**src/rtl/lcd_bus_decoder_if.sv**
```systemverilog
// 8080-style display write bus plus the decoder's event/status outputs.
interface lcd_bus_decoder_if #(
  parameter int unsigned COORD_W = 9
);
  logic               wr;
  logic               dcx;
  logic [7:0]         D;
  logic               pix_valid;
  logic [COORD_W-1:0] pix_x;
  logic [COORD_W-1:0] pix_y;
  logic [15:0]        pix_color;
  logic               cmd_valid;
  logic [7:0]         cmd_code;
  logic               frame_done;
  logic               disp_on;
  logic               sleep_out;

  modport master (
    output wr, dcx, D,
    input  pix_valid, pix_x, pix_y, pix_color, cmd_valid, cmd_code, frame_done, disp_on, sleep_out
  );

  modport slave (
    input  wr, dcx, D,
    output pix_valid, pix_x, pix_y, pix_color, cmd_valid, cmd_code, frame_done, disp_on, sleep_out
  );
endinterface

```
**src/rtl/lcd_bus_decoder.sv**
```systemverilog
// Display-side receiver: decodes commands, tracks the CASET/RASET window and
// turns RAMWR RGB565 byte pairs into pixel events with cursor coordinates.
module lcd_bus_decoder #(
  parameter int unsigned COORD_W = 9,
  parameter int unsigned X_MAX   = 239,
  parameter int unsigned Y_MAX   = 319
) (
  input logic clk,
  input logic nrst,
  lcd_bus_decoder_if.slave bus
);

  typedef enum logic [1:0] {StIdle, StCaset, StRaset, StRamwr} state_e;

  localparam logic [COORD_W-1:0] XeRst = COORD_W'(X_MAX);
  localparam logic [COORD_W-1:0] YeRst = COORD_W'(Y_MAX);

  state_e             r_state, w_state_nxt;
  logic               r_wr_q;
  logic [1:0]         r_pidx, w_pidx_nxt;
  logic [7:0]         r_hi, w_hi_nxt;
  logic [COORD_W-1:0] r_sh_s, w_sh_s_nxt;
  logic [COORD_W-1:0] r_xs, w_xs_nxt, r_xe, w_xe_nxt;
  logic [COORD_W-1:0] r_ys, w_ys_nxt, r_ye, w_ye_nxt;
  logic [COORD_W-1:0] r_cx, w_cx_nxt, r_cy, w_cy_nxt;
  logic               r_phase, w_phase_nxt;
  logic               r_pix_valid, w_pix_valid_nxt;
  logic [COORD_W-1:0] r_pix_x, w_pix_x_nxt, r_pix_y, w_pix_y_nxt;
  logic [15:0]        r_pix_color, w_pix_color_nxt;
  logic               r_cmd_valid, w_cmd_valid_nxt;
  logic [7:0]         r_cmd_code, w_cmd_code_nxt;
  logic               r_frame_done, w_frame_done_nxt;
  logic               r_disp_on, w_disp_on_nxt;
  logic               r_sleep_out, w_sleep_out_nxt;
  logic               w_evt;
  logic [COORD_W-1:0] w_val;

  assign w_evt = bus.wr & ~r_wr_q;
  assign w_val = COORD_W'({r_hi, bus.D});

  always_comb begin
    w_state_nxt      = r_state;
    w_pidx_nxt       = r_pidx;
    w_hi_nxt         = r_hi;
    w_sh_s_nxt       = r_sh_s;
    w_xs_nxt         = r_xs;
    w_xe_nxt         = r_xe;
    w_ys_nxt         = r_ys;
    w_ye_nxt         = r_ye;
    w_cx_nxt         = r_cx;
    w_cy_nxt         = r_cy;
    w_phase_nxt      = r_phase;
    w_pix_valid_nxt  = 1'b0;
    w_pix_x_nxt      = r_pix_x;
    w_pix_y_nxt      = r_pix_y;
    w_pix_color_nxt  = r_pix_color;
    w_cmd_valid_nxt  = 1'b0;
    w_cmd_code_nxt   = r_cmd_code;
    w_frame_done_nxt = 1'b0;
    w_disp_on_nxt    = r_disp_on;
    w_sleep_out_nxt  = r_sleep_out;

    if (w_evt && !bus.dcx) begin
      // A command always abandons any partial parameter list or pixel.
      w_cmd_valid_nxt = 1'b1;
      w_cmd_code_nxt  = bus.D;
      w_state_nxt     = StIdle;
      w_pidx_nxt      = 2'd0;
      w_phase_nxt     = 1'b0;
      case (bus.D)
        8'h2A: w_state_nxt = StCaset;
        8'h2B: w_state_nxt = StRaset;
        8'h2C: begin
          w_state_nxt = StRamwr;
          w_cx_nxt    = r_xs;
          w_cy_nxt    = r_ys;
        end
        8'h01: begin
          w_xs_nxt        = '0;
          w_xe_nxt        = XeRst;
          w_ys_nxt        = '0;
          w_ye_nxt        = YeRst;
          w_disp_on_nxt   = 1'b0;
          w_sleep_out_nxt = 1'b0;
        end
        8'h11:   w_sleep_out_nxt = 1'b1;
        8'h10:   w_sleep_out_nxt = 1'b0;
        8'h29:   w_disp_on_nxt   = 1'b1;
        8'h28:   w_disp_on_nxt   = 1'b0;
        default: ;
      endcase
    end else if (w_evt) begin
      case (r_state)
        StCaset, StRaset: begin
          w_pidx_nxt = r_pidx + 2'd1;
          case (r_pidx)
            2'd0: w_hi_nxt   = bus.D;
            2'd1: w_sh_s_nxt = w_val;
            2'd2: w_hi_nxt   = bus.D;
            2'd3: begin
              if (r_state == StCaset) begin
                w_xs_nxt = r_sh_s;
                w_xe_nxt = w_val;
              end else begin
                w_ys_nxt = r_sh_s;
                w_ye_nxt = w_val;
              end
              w_state_nxt = StIdle;
            end
          endcase
        end
        StRamwr: begin
          if (!r_phase) begin
            w_hi_nxt    = bus.D;
            w_phase_nxt = 1'b1;
          end else begin
            w_phase_nxt     = 1'b0;
            w_pix_valid_nxt = 1'b1;
            w_pix_x_nxt     = r_cx;
            w_pix_y_nxt     = r_cy;
            w_pix_color_nxt = {r_hi, bus.D};
            // >= rather than == so a degenerate window (start > end) wraps every pixel.
            if (r_cx >= r_xe) begin
              w_cx_nxt = r_xs;
              if (r_cy >= r_ye) begin
                w_cy_nxt         = r_ys;
                w_frame_done_nxt = 1'b1;
              end else begin
                w_cy_nxt = r_cy + 1'b1;
              end
            end else begin
              w_cx_nxt = r_cx + 1'b1;
            end
          end
        end
        default: ;
      endcase
    end
  end

  always_ff @(posedge clk or negedge nrst) begin
    if (!nrst) begin
      r_state      <= StIdle;
      r_wr_q       <= 1'b0;
      r_pidx       <= 2'd0;
      r_hi         <= 8'h00;
      r_sh_s       <= '0;
      r_xs         <= '0;
      r_xe         <= XeRst;
      r_ys         <= '0;
      r_ye         <= YeRst;
      r_cx         <= '0;
      r_cy         <= '0;
      r_phase      <= 1'b0;
      r_pix_valid  <= 1'b0;
      r_pix_x      <= '0;
      r_pix_y      <= '0;
      r_pix_color  <= 16'h0000;
      r_cmd_valid  <= 1'b0;
      r_cmd_code   <= 8'h00;
      r_frame_done <= 1'b0;
      r_disp_on    <= 1'b0;
      r_sleep_out  <= 1'b0;
    end else begin
      r_state      <= w_state_nxt;
      r_wr_q       <= bus.wr;
      r_pidx       <= w_pidx_nxt;
      r_hi         <= w_hi_nxt;
      r_sh_s       <= w_sh_s_nxt;
      r_xs         <= w_xs_nxt;
      r_xe         <= w_xe_nxt;
      r_ys         <= w_ys_nxt;
      r_ye         <= w_ye_nxt;
      r_cx         <= w_cx_nxt;
      r_cy         <= w_cy_nxt;
      r_phase      <= w_phase_nxt;
      r_pix_valid  <= w_pix_valid_nxt;
      r_pix_x      <= w_pix_x_nxt;
      r_pix_y      <= w_pix_y_nxt;
      r_pix_color  <= w_pix_color_nxt;
      r_cmd_valid  <= w_cmd_valid_nxt;
      r_cmd_code   <= w_cmd_code_nxt;
      r_frame_done <= w_frame_done_nxt;
      r_disp_on    <= w_disp_on_nxt;
      r_sleep_out  <= w_sleep_out_nxt;
    end
  end

  assign bus.pix_valid  = r_pix_valid;
  assign bus.pix_x      = r_pix_x;
  assign bus.pix_y      = r_pix_y;
  assign bus.pix_color  = r_pix_color;
  assign bus.cmd_valid  = r_cmd_valid;
  assign bus.cmd_code   = r_cmd_code;
  assign bus.frame_done = r_frame_done;
  assign bus.disp_on    = r_disp_on;
  assign bus.sleep_out  = r_sleep_out;

endmodule

```
**src/flat_wrapper.sv**
```systemverilog
// flat-port wrapper written by rule: the top's interface ports become plain ports
module lcd_bus_decoder_flat 
#(
  parameter int unsigned COORD_W = 9,
  parameter int unsigned X_MAX   = 239,
  parameter int unsigned Y_MAX   = 319
)
  (clk, nrst, bus_wr, bus_dcx, bus_D, bus_pix_valid, bus_pix_x, bus_pix_y, bus_pix_color, bus_cmd_valid, bus_cmd_code, bus_frame_done, bus_disp_on, bus_sleep_out);
  lcd_bus_decoder_if #(.COORD_W(COORD_W)) bus_i ();
  input logic clk;
  input logic nrst;
  input wire logic [$bits(bus_i.wr)-1:0] bus_wr;
  input wire logic [$bits(bus_i.dcx)-1:0] bus_dcx;
  input wire logic [$bits(bus_i.D)-1:0] bus_D;
  output wire logic [$bits(bus_i.pix_valid)-1:0] bus_pix_valid;
  output wire logic [$bits(bus_i.pix_x)-1:0] bus_pix_x;
  output wire logic [$bits(bus_i.pix_y)-1:0] bus_pix_y;
  output wire logic [$bits(bus_i.pix_color)-1:0] bus_pix_color;
  output wire logic [$bits(bus_i.cmd_valid)-1:0] bus_cmd_valid;
  output wire logic [$bits(bus_i.cmd_code)-1:0] bus_cmd_code;
  output wire logic [$bits(bus_i.frame_done)-1:0] bus_frame_done;
  output wire logic [$bits(bus_i.disp_on)-1:0] bus_disp_on;
  output wire logic [$bits(bus_i.sleep_out)-1:0] bus_sleep_out;
  assign bus_i.wr = bus_wr;
  assign bus_i.dcx = bus_dcx;
  assign bus_i.D = bus_D;
  assign bus_pix_valid = bus_i.pix_valid;
  assign bus_pix_x = bus_i.pix_x;
  assign bus_pix_y = bus_i.pix_y;
  assign bus_pix_color = bus_i.pix_color;
  assign bus_cmd_valid = bus_i.cmd_valid;
  assign bus_cmd_code = bus_i.cmd_code;
  assign bus_frame_done = bus_i.frame_done;
  assign bus_disp_on = bus_i.disp_on;
  assign bus_sleep_out = bus_i.sleep_out;
  lcd_bus_decoder #(.COORD_W(COORD_W), .X_MAX(X_MAX), .Y_MAX(Y_MAX)) u_core (.clk(clk), .nrst(nrst), .bus(bus_i));
endmodule
```
**config.mk**
```make
export PLATFORM = sky130hd
export DESIGN_NAME = lcd_bus_decoder_flat
export DESIGN_NICKNAME = d
export VERILOG_FILES = /design/src/rtl/lcd_bus_decoder_if.sv /design/src/rtl/lcd_bus_decoder.sv /design/src/flat_wrapper.sv
export SDC_FILE = /design/constraint.sdc
export NUM_CORES = 1
export LEC_CHECK = 0
export CAP_MARGIN = 10
export CORE_MARGIN = 1
export CORE_UTILIZATION = 57
export DETAILED_ROUTE_END_ITERATION = 16
export GPL_ROUTABILITY_DRIVEN = 0
export PLACE_DENSITY_LB_ADDON = 0.12
export SYNTH_ARGS = -nofsm -noshare
export SYNTH_HDL_FRONTEND = slang
export SYNTH_SLANG_ARGS = --single-unit
```
**constraint.sdc**
```tcl
create_clock -name clk -period 3.4 [get_ports clk]
set_input_delay 0.85 -clock clk [delete_from_list [all_inputs] [get_ports clk]]
set_output_delay 0.85 -clock clk [all_outputs]
set_load 0.01 [all_outputs]
```
==> impl_metrics.ini, run 1 <==
[run_status]
status = completed

[route]
vias = 4596
via_per_inst = 5.598
drtIter0Drc = 204
drc = 0
avgRoutedWirePerCell_microns = 16.97
routed_wl_microns = 13940
antenna_left = 0
dr.pass1.iters = 5

[logic_synthesis]
synthArstFlopShare = 1.000
synth_flop_cell = dfrtp_1
syn_nets = 645
synth_edf_count = 0
synth_xor_area_frac = 0
synth_compound_area_frac = 0.1164
synth_fa_ha_area_frac = 0.05576
yosysSeqAreaShare = 0.5348
synth.mux.area_fraction = 0.05040
synth-seq-cells = 124
yosys_warnings = 0
syn_inst = 607
synth_top_family_by_area = simple AND/OR/NAND/NOR gates
yosysUniqueCellTypes = 48
avgSynthCellArea_sq_um = 9.612
synth-simple-area-share = 0.1932
syn_area_sq_um = 5834

[clocking]
clkLatencyLatePin_ps = 530
tritoncts = done
cts_setup_buffers = 0
numCtsBuffers = 17
hold_buffers = 0
cts.reportedPaths.clkPinSlew_ps = 60
htree_levels = 4
clock_path_buffers = 2
clock_tree.root_cell = clkbuf_8
post_cts_resized = 0
numClockSinks = 124

[timing]
finalCritPeriodShare = 0.8149
maxSlewViolCount = 0
whs_ps = 339.1
max_freq_mhz = 360.9
rsz0062_at_grt = no
slew_headroom = 0.3859
skew_ps = 5.076
tightest_slew_ps = 921.1
fin_crit_ps = 2771
hold_viol_final = 0
finalSetupViolations = 0
finalSetupTns_ps = 0

[finish]
n_antenna_cell = 0
regArea_sq_um = 3120
syn2layout_area_growth_pct = 22.97
drive_gt1_frac = 0.1424
final_nets = 713
multi_input_area_sq_um = 2426
mostFrequentLayoutCells = nand2_1 (156), dfrtp_1 (110), clkdlybuf4s50_1 (57), o21ai_0 (41), inv_1 (40)
n_fill_cell = 718
final_common_cell = nand2_1
final_core_util = 0.7273

[global_routing]
grt_pass1_wl_microns = 22450
grt_overflow = 0
track_usage = 0.2894
grt_max_degree = 55
grt_antenna_before_repair = 0
grt_pass1_vias = 4404

[pwr]
p_leak_uw = 0.003531
seqPwrFrac = 0.438
powerDensity_nw_per_um2 = 501.9
p_clk_frac = 0.478
power_frac_comb = 0.084
sw_frac_of_total = 0.2384
power.internal_uw = 2742
switchingPower_uw = 858.5
ir_drop_mv = 0.3407

[placed_design]
numPortBuffers = 58
hpwlAfterDp_microns = 9325

[die]
dieArea_sq_um = 10640
num_rows = 36
die_w_microns = 103.2
fp.dieH_microns = 103.2
coreArea_sq_um = 9864
initial_core_util = 0.5915
pin_count = 59

[critical_path]
cp_max_fo = 35
path_class = input port to register
reg2regPathDepth = 7
start_kind = input port
end_kind = register
crit_required_ps = 3810
arrival_ps = 3180

[hold_path]
hold_path_class = input port to asynchronous set/reset pin

[job]
cap_violations = 0
-- worst max-delay path, stage by stage --
cell and delay, ps:
clkdlybuf4s50_1 570, or3b_1 220, buf_4 380, clkinv_1 160, nor2_1 310, nand2_2 280
a221o_2 400
-- metrics by stage --
step / instances / setup slack [ps] / instance area [sq um] / power (uW)
floorplan: 607 / 830.7 / 5834 / 1756
global placement: 789 / 212.7 / 6608 / 1886
detailed placement: 789 / 166.5 / 6608 / 1899
CTS: 821 / 640.0 / 7174 / 3615
global route: 821 / 438.4 / 7174 / 3722
finish: 821 / 629.5 / 7174 / 3601
-- logic make-up after synthesis --
logic type / count (synthesis)
buffers and inverters: 70
adders and majority gates: 26
and+or+nand+nor: 257
muxes: 27
AOI/OAI and AO/OA: 103
DFF: 124
-- state kept, by name (all words and copies together), names as in the netlist, 9 cells and up --
signal                cells
u_core.bus.pix_y          9
u_core.r_cx               9
u_core.r_xe               9
u_core.bus.pix_color     16
u_core.r_xs               9
u_core.r_sh_s             9
u_core.r_ys               9
u_core.r_ye               9
u_core.bus.pix_x          9
u_core.r_cy               9
-- routing by layer --
layer  routed length, microns  vias up  global-route usage
met5                        0        -                   0
met4                      191        0              0.1073
met3                      676       20             0.07258
met2                     6758      132              0.4692
met1                     6309     2247              0.3794
li1                         -     2197                   -
-- power groups by stage --
stage | combinational (uW) | sequential, uW | clock, uW
2_1_floorplan | 154 | 1600 | 0
3_3_place_gp | 288 | 1600 | 0
4_1_cts | 302 | 1580 | 1740
5_1_grt | 336 | 1580 | 1800
6_report | 301 | 1580 | 1720
3_5_place_dp | 299 | 1600 | 0
-- path summary, 6_finish.rpt --
kind / startpoint / to / slack (ps)
max: bus_dcx / u_core.r_cx[6]$_DFFE_PN0P_ / 630
min: nrst / u_core.bus.pix_x[7]$_DFFE_PN0P_ / 340
max reg2reg: u_core.r_cy[6]$_DFFE_PN0P_ / u_core.r_cy[6]$_DFFE_PN0P_ / 650
min reg2reg: u_core.bus.pix_y[2]$_DFFE_PN0P_ / u_core.bus.pix_y[2]$_DFFE_PN0P_ / 470
max in group asynchronous: nrst / u_core.bus.frame_done$_DFF_PN0_ / 2290
min in group clk: u_core.bus.pix_y[2]$_DFFE_PN0P_ / u_core.bus.pix_y[2]$_DFFE_PN0P_ / 470
-- synthesized netlist by cell type, types with 2 or more instances --
master | instances | area [sq um]
nand2b_1 | 5 | 31.28
o21ai_0 | 41 | 205.2
dfstp_2 | 14 | 367.9
nand4_1 | 4 | 25.02
a211oi_1 | 2 | 15.01
nor2_1 | 28 | 105.1
nor3_1 | 4 | 20.02
a22o_1 | 5 | 43.79
buf_6 | 3 | 33.78
o2bb2ai_1 | 2 | 17.52
inv_1 | 40 | 150.1
nor2b_1 | 6 | 37.54
o311ai_0 | 2 | 17.52
dfrtp_1 | 110 | 2753
mux2_2 | 19 | 214.0
a41o_1 | 2 | 20.02
buf_2 | 2 | 10.01
nand3_1 | 34 | 170.2
a221o_1 | 3 | 30.03
and3_1 | 5 | 31.28
a311oi_1 | 2 | 17.52
mux2i_1 | 8 | 80.08
or3_1 | 6 | 37.54
ha_1 | 26 | 325.3
clkbuf_1 | 23 | 86.33
a21o_1 | 4 | 30.03
nand2_2 | 2 | 12.51
a221o_2 | 4 | 45.04
a21oi_1 | 22 | 110.1
nand2_1 | 156 | 585.6
a22oi_1 | 6 | 45.04
-- area by class of cell --
type                       instances  share of cell area
clock buffer                      20             0.06209
clock inverter                    12             0.01692
inverter                          41             0.02145
multi-input combinational        413              0.3382
sequential                       124              0.4349
tap                              133             0.02320
timing repair buffer              78              0.1032
Note: power is estimated with default switching activity, not from simulation.
==> run 2, diff against run 1 <==
--- a/config.mk
+++ b/config.mk
@@ -7,7 +7,7 @@
 export LEC_CHECK = 0
 export CAP_MARGIN = 10
 export CORE_MARGIN = 1
-export CORE_UTILIZATION = 57
+export CORE_UTILIZATION = 51
 export DETAILED_ROUTE_END_ITERATION = 16
 export GPL_ROUTABILITY_DRIVEN = 0
 export PLACE_DENSITY_LB_ADDON = 0.12
==> constraint.sdc (replaced) <==
create_clock -name clk -period 2.4 [get_ports clk]
set_input_delay 0.6 -clock clk [delete_from_list [all_inputs] [get_ports clk]]
set_output_delay 0.6 -clock clk [all_outputs]
set_load 0.01 [all_outputs]
==> run 2 against run 1 <==
Via count is 3.2% higher. Critical path depth is 1 higher. Cell area is 6.6% higher. Utilization is 3.1 points lower. Total power is 43% higher. Cell count is 5.5% higher. Die area is 12% higher. Worst setup slack worse by 560 ps. Sequential share of layout area is 2.7 points lower. Clock skew is 4.7 ps higher. Critical path type is now register to register. Largest cell class unchanged. Highest routed layer unchanged.
==> impl_metrics.ini, run 2 (synthesized netlist as in run 1, its figures left out) <==
[route]
via_per_inst = 5.477
routed_wl_microns = 14750
dr.pass1.iters = 4
antenna_left = 0
vias = 4743
drtIter0Drc = 335
drc = 0
avgRoutedWirePerCell_microns = 17.03

[hold_path]
hold_path_class = input port to asynchronous set/reset pin

[finish]
syn2layout_area_growth_pct = 31.10
largest_reg_flops = 16
n_fill_cell = 847
drive_gt1_frac = 0.2052
mostFrequentLayoutCells = nand2_1 (156), dfrtp_1 (110), clkdlybuf4s50_1 (57), buf_4 (51), o21ai_0 (40)
final_nets = 751
n_antenna_cell = 0
final_common_cell = nand2_1

[timing]
skew_ps = 9.750
tightest_slew_ps = 471.1
slew_headroom = 0.6859
setup_slack_ps = 71.48
fin_crit_ps = 2329
finalCritPeriodShare = 0.9702
max_freq_mhz = 429.5
finalSetupViolations = 0
maxSlewViolCount = 0
whs_ps = 101.0
hold_viol_final = 0
finalSetupTns_ps = 0

[clocking]
clock_tree.root_cell = clkbuf_16
clock_path_buffers = 2
tritoncts = done
htree_levels = 4
clkLatencyLatePin_ps = 430
cts.reportedPaths.clkPinSlew_ps = 60
numCtsBuffers = 17
hold_buffers = 0
numClockSinks = 124

[pwr]
powerDensity_nw_per_um2 = 673.7
ir_drop_mv = 0.4276
p_leak_uw = 0.003739

[critical_path]
cp_max_fo = 14
arrival_ps = 2630
start_kind = register
path_class = register to register
end_kind = register
crit_required_ps = 2700

[global_routing]
grt_overflow = 0
grt_pass1_wl_microns = 24190
grt_max_degree = 58
grt_antenna_before_repair = 0
track_usage = 0.2760
grt_pass1_vias = 4813

[die]
fp.dieH_microns = 109.0
coreArea_sq_um = 10980
pin_count = 59
num_rows = 38
initial_core_util = 0.5312
dieArea_sq_um = 11870
die_w_microns = 109.0

[run_status]
status = completed

[placed_design]
numPortBuffers = 58
preCtsSetupSlack_ps = -334.8
hpwlAfterDp_microns = 9965

[job]
cap_violations = 0
-- run 2: cell types whose count changed in the layout (fill, tap and decap cells not counted), moves of 3 or more --
cell,previous run,this run
clkinv_4,1,5
buf_4,20,51
buf_12,1,7
clkinv_2,6,3
-- run 2: where the power goes --
group	leakage, uW	total, uW	internal (uW)	switching, uW
Sequential	0.00161	2230	2190	43.1
Combinational	0.00186	501	225	276
Clock	0.000269	2420	1450	966
Total	0.00374	5150	3870	1290
-- run 2: path summary, 6_finish.rpt --
path | start | endpoint | slack, ps | cells past startpoint
max | u_core.r_xe[7]$_DFFE_PN1P_ | u_core.r_cx[6]$_DFFE_PN0P_ | 70 | 8
min in group clk | u_core.r_hi[2]$_DFFE_PN0P_ | u_core.bus.pix_color[10]$_DFFE_PN0P_ | 460 | 2
max in group asynchronous | nrst | u_core.r_xe[5]$_DFFE_PN1P_ | 1630 | 2
max reg2reg | u_core.r_xe[7]$_DFFE_PN1P_ | u_core.r_cx[6]$_DFFE_PN0P_ | 70 | 8
min | nrst | u_core.bus.pix_x[7]$_DFFE_PN0P_ | 100 | 1
min reg2reg | u_core.r_hi[2]$_DFFE_PN0P_ | u_core.bus.pix_color[10]$_DFFE_PN0P_ | 460 | 2
-- run 2: cell type report --
| type | count | area, sq um | share of cell area |
|---|---|---|---|
| Tap cell | 140 | 175.2 | 0.02290 |
| Multi-Input combinational cell | 413 | 2531 | 0.3309 |
| Inverter | 41 | 153.9 | 0.02012 |
| Timing Repair Buffer | 116 | 1105 | 0.1444 |
| Clock inverter | 13 | 120.1 | 0.01570 |
| Sequential cell | 124 | 3120 | 0.4080 |
| Clock buffer | 19 | 442.9 | 0.05791 |
-- run 2: worst max-delay path, stage by stage (launching register included) --
cell and delay, ps:
dfstp_2 510, inv_1 50, ha_1 280, a21o_1 180, a221o_1 400, nor2_4 160
nand2_2 110, buf_12 170, a221o_2 340
-- run 2: what timing repair did --
action / CTS / global route
endpoints found under the setup margin: 3 / 17
gates resized for setup: 5 / 13
buffers inserted: 1 / 0
pin swaps: 6 / 7
hold endpoints to repair: 0 / 0
-- run 2: routing by layer --
layer	track usage	share of wire	wire, microns
met5	0	0	0
met4	0.1197	0.020	291
met2	0.4367	0.48	7142
met3	0.06336	0.057	848
met1	0.3632	0.44	6469
-- run 2: per-stage QoR --
step	instance area (sq um)	power, uW	utilization	cells
2_1_floorplan	5862	2495	-	607
3_3_place_gp	6990	2733	0.6365	833
3_5_place_dp	6990	2755	0.6365	833
4_1_cts	7595	5172	0.6915	866
5_1_grt	7649	5341	0.6964	866
6_report	7649	5153	0.6964	866
